$ cat src/rtl/fetch_pc_unit_pkg.sv
// Shared constants, FSM encodings and record layouts for the fetch front end.
// Also holds the small helpers used by both the PC logic and the credit check.
package fetch_pc_unit_pkg;

  localparam logic [31:0] NOP          = 32'h0000_0013;
  localparam logic [31:0] RESET_VECTOR = 32'h0000_0000;

  localparam logic [0:0] ST_BOOT = 1'b0;
  localparam logic [0:0] ST_RUN  = 1'b1;

  // In-flight request tag: where it was fetched from and under which epoch.
  typedef struct packed {
    logic [31:0] pc;
    logic        epoch;
  } tag_t;

  // Decoded-side buffer slot.
  typedef struct packed {
    logic [31:0] instr;
    logic [31:0] pc;
  } slot_t;

  function automatic logic [31:0] align_word(input logic [31:0] addr);
    return addr & 32'hFFFF_FFFC;
  endfunction

  // Total of outstanding fetches and buffered instructions must stay below 2
  // so a returning response always finds room in the output buffer.
  function automatic logic credit_ok(input logic [1:0] inflight,
                                     input logic [1:0] buffered);
    logic [2:0] total;
    total = {1'b0, inflight} + {1'b0, buffered};
    return total < 3'd2;
  endfunction

endpackage

$ cat src/rtl/fetch_fifo.sv
// Two-entry synchronous FIFO with flush and occupancy count.
// Pointers/count are reset; the storage array is not.
module fetch_fifo #(
  parameter int WIDTH = 32
) (
  input  logic             clk,
  input  logic             rst,
  input  logic             flush,
  input  logic             push,
  input  logic [WIDTH-1:0] push_data,
  input  logic             pop,
  output logic [WIDTH-1:0] head,
  output logic [1:0]       count
);

  logic [WIDTH-1:0] mem [2];
  logic             rd_ptr;
  logic             wr_ptr;
  logic             do_push;
  logic             do_pop;

  assign do_pop  = pop && (count != 2'd0);
  assign do_push = push && ((count != 2'd2) || do_pop);
  assign head    = mem[rd_ptr];

  always_ff @(posedge clk or posedge rst) begin
    if (rst) begin
      rd_ptr <= 1'b0;
      wr_ptr <= 1'b0;
      count  <= 2'd0;
    end else if (flush) begin
      rd_ptr <= 1'b0;
      wr_ptr <= 1'b0;
      count  <= 2'd0;
    end else begin
      if (do_push) wr_ptr <= ~wr_ptr;
      if (do_pop)  rd_ptr <= ~rd_ptr;
      count <= count + {1'b0, do_push} - {1'b0, do_pop};
    end
  end

  always_ff @(posedge clk) begin
    if (do_push && !flush) mem[wr_ptr] <= push_data;
  end

endmodule

$ cat src/rtl/fetch_pc_unit.sv
// Instruction-fetch front end: owns the PC, issues word fetches with epoch tags,
// drops wrong-path responses after a redirect and buffers the rest for decode.
module fetch_pc_unit
  import fetch_pc_unit_pkg::*;
#(
  parameter logic [31:0] RESET_PC = RESET_VECTOR
) (
  input  logic        clk,
  input  logic        rst,
  output logic        imem_req_valid,
  input  logic        imem_req_ready,
  output logic [31:0] imem_req_addr,
  input  logic        imem_rsp_valid,
  input  logic [31:0] imem_rsp_data,
  input  logic        redirect_valid,
  input  logic [31:0] redirect_pc,
  output logic        out_valid,
  input  logic        out_ready,
  output logic [31:0] out_instr,
  output logic [31:0] out_pc
);

  logic [0:0]  state;
  logic [31:0] pc;
  logic        epoch;

  logic        req_fire;
  logic        rsp_take;
  logic        rsp_keep;
  logic        out_fire;
  tag_t        tag_in;
  tag_t        tag_head;
  slot_t       slot_in;
  slot_t       slot_head;
  logic [1:0]  tag_count;
  logic [1:0]  buf_count;

  // Only registered occupancies feed the request valid.
  assign imem_req_valid = (state == ST_RUN) && credit_ok(tag_count, buf_count);
  assign imem_req_addr  = pc;
  assign req_fire       = imem_req_valid && imem_req_ready;

  // A response in a redirect cycle still carries the pre-redirect epoch, so it
  // is dropped even though the epoch register has not toggled yet.
  assign rsp_take = imem_rsp_valid && (tag_count != 2'd0);
  assign rsp_keep = rsp_take && (tag_head.epoch == epoch) && !redirect_valid;

  assign out_valid = (buf_count != 2'd0);
  assign out_fire  = out_valid && out_ready;
  assign out_instr = out_valid ? slot_head.instr : NOP;
  assign out_pc    = out_valid ? slot_head.pc : 32'h0000_0000;

  assign tag_in  = '{pc: pc, epoch: epoch};
  assign slot_in = '{instr: imem_rsp_data, pc: tag_head.pc};

  fetch_fifo #(.WIDTH($bits(tag_t))) u_tag_fifo (
    .clk       (clk),
    .rst       (rst),
    .flush     (1'b0),
    .push      (req_fire),
    .push_data (tag_in),
    .pop       (rsp_take),
    .head      (tag_head),
    .count     (tag_count)
  );

  fetch_fifo #(.WIDTH($bits(slot_t))) u_out_buf (
    .clk       (clk),
    .rst       (rst),
    .flush     (redirect_valid),
    .push      (rsp_keep),
    .push_data (slot_in),
    .pop       (out_fire),
    .head      (slot_head),
    .count     (buf_count)
  );

  always_ff @(posedge clk or posedge rst) begin
    if (rst) begin
      state <= ST_BOOT;
      pc    <= RESET_PC;
      epoch <= 1'b0;
    end else begin
      state <= ST_RUN;
      if (redirect_valid) begin
        pc    <= align_word(redirect_pc);
        epoch <= ~epoch;
      end else if (req_fire) begin
        pc <= pc + 32'd4;
      end
    end
  end

endmodule

$ cat config.mk
export PLATFORM = sky130hd
export DESIGN_NAME = fetch_pc_unit
export DESIGN_NICKNAME = d
export VERILOG_FILES = /design/src/rtl/fetch_pc_unit_pkg.sv /design/src/rtl/fetch_fifo.sv /design/src/rtl/fetch_pc_unit.sv
export SDC_FILE = /design/constraint.sdc
export NUM_CORES = 1
export LEC_CHECK = 0
export ABC_AREA = 1
export BUFFER_PORTS_ARGS = -buffer_cell sky130_fd_sc_hd__buf_2
export CAP_MARGIN = 40
export CORE_UTILIZATION = 55
export CTS_BUF_LIST = sky130_fd_sc_hd__clkbuf_2 sky130_fd_sc_hd__clkbuf_4 sky130_fd_sc_hd__clkbuf_8
export DETAILED_ROUTE_END_ITERATION = 10
export GPL_TIMING_DRIVEN = 0
export PLACE_DENSITY = 0.89
export REMOVE_ABC_BUFFERS = 1
export SETUP_SLACK_MARGIN = 0.4
export SLEW_MARGIN = 20
export SYNTH_ARGS = -nofsm -noshare
export SYNTH_HDL_FRONTEND = slang
export SYNTH_HIERARCHICAL = 1
export SYNTH_SLANG_ARGS = --single-unit
$ cat constraint.sdc
create_clock -name clk -period 6.2 [get_ports clk]
set_clock_uncertainty 0.1 [all_clocks]
set_input_delay 0.31 -clock clk [delete_from_list [all_inputs] [get_ports clk]]
set_output_delay 0.31 -clock clk [all_outputs]
set_load 0.01 [all_outputs]
==> results.toml <==
[layout]
mostFrequentLayoutCells = "nand2_1 (414), edfxtp_1 (194), buf_2 (163), inv_1 (118), nor2_1 (96)"
final_common_cell = "nand2_1"
nFillCells = 1316
n_antenna_cell = 0
seqCellArea_um2 = 6830
fin_nets = 1380
area_delta_synth_final_pct = 23.2
drive_gt1_frac = 0.219
multiInputGateArea_um2 = 3070

[global_route]
grt_pass1_vias = 7973
grt_start_max_net_pins = 66
grtUsageTotal = 0.249
antenna_found_initial = 0
grt_overflow = 0
grt_pass1_wl_um = 38500

[sta]
period_needed_ns = 3.30
setup_ws_ns = 2.90
max_freq_mhz = 303
hold_viol_final = 0
final_max_slew_viol_count = 0
worst_pin_slew_ns = 0.776
whs_ns = 0.0324
finalSetupViolations = 0
slew_headroom = 0.483
rsz0062_at_grt = "false"
fin_crit_sh = 0.533

[cts]
clock-root-buffer = "clkbuf_8"
cts_num_sinks = 234
clk_pin_slew_ns = 0.06
tritoncts = "built"
numCtsBuffers = 39
clkLatencyLatePin_ns = 0.54
clockBufferDepth = 3
cts_resized = 0
cts.htree.levels = 2

[synthesis]
synth_ff_type = "edfxtp_1"
syn_inst = 1064
netlist_area_um2 = 10600
synth-seq-cells = 234
synthArstFlopShare = 0.171
synth_edf_count = 194
synth_warnings = 6
synthDistinctLibCells = 37
synth_area_per_cell_um2 = 9.98
ys_seq_area_frac = 0.643

[critical_path]
cp_slowest_cell = "dfrtp_2"
cp_max_fo = 35
path_class = "flop to flop"
critical_path_buf_inv_count = 4
max_stage_delay_ns = 0.86
required_ns = 6.32
cp-end-kind = "flop"
worstPathCellList = "inv_8 -> nand2_1 -> nand2_1 -> xor2_1 -> nor3_1 -> nand2_1 -> nor2_4 -> buf_16 -> buf_16 -> buf_16"
cp-start-kind = "flop"
arrival_ns = 3.42
critPathTopFamily = "simple AND/OR/NAND/NOR gates"

[placement]
pre_cts_ws_ns = 2.93
gp_congestion = 0.876
port_buffers = 163
dp_hpwl_um = 14600

[outcome]
status = "complete, no violations"

[floorplanning]
row_count = 50
die_height_um = 141
die_area_um2 = 19900
io_pins = 168
start_util = 0.564
die_x_um = 141
core-area_um2 = 18800

[power]
power.density_nw_per_um2 = 271
power_leakage_nw = 6.04
ir_drop_uv = 154

[drt]
via_per_inst = 4.92
detail_route.first_pass.iterations = 6
totalWireLength_um = 23900
vias = 7843
drt-initial-drc-count = 544
routedWlPerCell_um = 15.0
route.detailed.drc = 0
postRouteAntennaNets = 0

[flow_run]
max_cap_viol_count = 0

[worst_hold_path]
hold_class = "primary input to flop"
cells in the mapped netlist, drive strengths merged, types with 2 or more instances:
| cell type | count | area share |
|---|---|---|
| edfxtp | 194 | 0.55 |
| xor2 | 11 | 0.0091 |
| nand4 | 3 | 0.0018 |
| o21bai | 11 | 0.0078 |
| nor3 | 2 | 0.00094 |
| nor2 | 114 | 0.050 |
| nand2 | 440 | 0.16 |
| inv | 125 | 0.045 |
| o21ai | 12 | 0.0057 |
| ha | 5 | 0.0059 |
| or2 | 4 | 0.0024 |
| dfrtp | 40 | 0.094 |
| nand3 | 46 | 0.022 |
| xnor2 | 2 | 0.0016 |
| o211ai | 7 | 0.0064 |
| clkbuf | 9 | 0.0041 |
| conb | 2 | 0.00071 |
| buf | 29 | 0.024 |
| a21oi | 4 | 0.0019 |
metal layers:
layer	track usage	routed length [um]
met1	0.288	9150
met2	0.444	12300
met3	0.0543	1750
met4	0.113	698
met5	0	0
registers in the layout, indices dropped and copies added, names as in the netlist:
| signal | count |
|---|---|
| epoch | 1 |
| u_tag_fifo/mem | 66 |
| u_tag_fifo/count | 2 |
| u_out_buf/mem | 128 |
| u_tag_fifo/wr_ptr | 1 |
| u_out_buf/count | 2 |
| u_out_buf/wr_ptr | 1 |
| state | 1 |
| imem_req_addr | 30 |
| u_tag_fifo/rd_ptr | 1 |
| u_out_buf/rd_ptr | 1 |
path summary, 6_finish.rpt:
check	from	end	slack [ns]	depth (start not counted)
worst max-delay path	u_tag_fifo/rd_ptr	u_out_buf/mem[1][8]	2.90	10
worst min-delay path	redirect_pc[30]	imem_req_addr[30]	0.03	5
worst max register to register	u_tag_fifo/rd_ptr	u_out_buf/mem[1][8]	2.90	10
worst min register to register	u_tag_fifo/mem[1][11]	u_out_buf/mem[1][10]	0.42	2
max in group asynchronous	rst	imem_req_addr[6]	5.53	4
min in group asynchronous	rst	u_out_buf/count[0]	0.14	3
logic make-up (layout without fill, tap and decap cells):
logic type | Yosys count | in the layout | synth area share
xor+xnor | 13 | 13 | 0.0107
fa+ha+maj | 6 | 6 | 0.00777
buf+inv | 163 | 424 | 0.0731
flops | 234 | 234 | 0.643
compound gates | 35 | 35 | 0.0223
simple gates | 611 | 611 | 0.243
other cells | 2 | 10 | 0.000707
final cells by class:
| class | count | area share |
|---|---|---|
| clock buffer | 48 | 0.0476 |
| sequential | 234 | 0.522 |
| inverter | 125 | 0.0368 |
| tap | 260 | 0.0249 |
| clock inverter | 22 | 0.0111 |
| timing repair buffer | 229 | 0.123 |
| multi-input combinational | 675 | 0.235 |
power breakdown:
group	switching (mW)	total (mW)	internal [mW]	leakage [nW]
sequential	0.0755	1.86	1.78	2.25
combinational	0.204	0.343	0.140	3.38
clock	0.600	1.35	0.746	0.408
total	0.879	3.54	2.67	6.04
worst register-to-register path, delay by kind of cell (launching register included):
kind                      cells  cell delay (ns)
buffers and inverters         4             0.84
DFF                           1             0.86
xor gates and xnor gates      1             0.14
and+or+nand+nor               5             1.02
stage by stage:
stage / TNS [ns] / util / cells / area [um2] / power [mW]
6_report: 0 / 0.695 / 1593 / 13100 / 3.54
5_1_grt: 0 / 0.695 / 1593 / 13100 / 3.69
4_1_cts: 0 / 0.694 / 1592 / 13100 / 3.57
3_5_place_dp: 0 / 0.623 / 1465 / 11700 / 2.20
3_3_place_gp: -60.11 / 0.610 / 1457 / 11500 / 2.17
2_1_floorplan: 0 / - / 1034 / 10400 / 2.05
what timing repair did:
action / in CTS / in global routing
setup buffers: 0 / 0
hold buffers: 57 / 0
hold endpoints to repair: 128 / 0
Note: power is estimated with default switching activity, not from simulation.
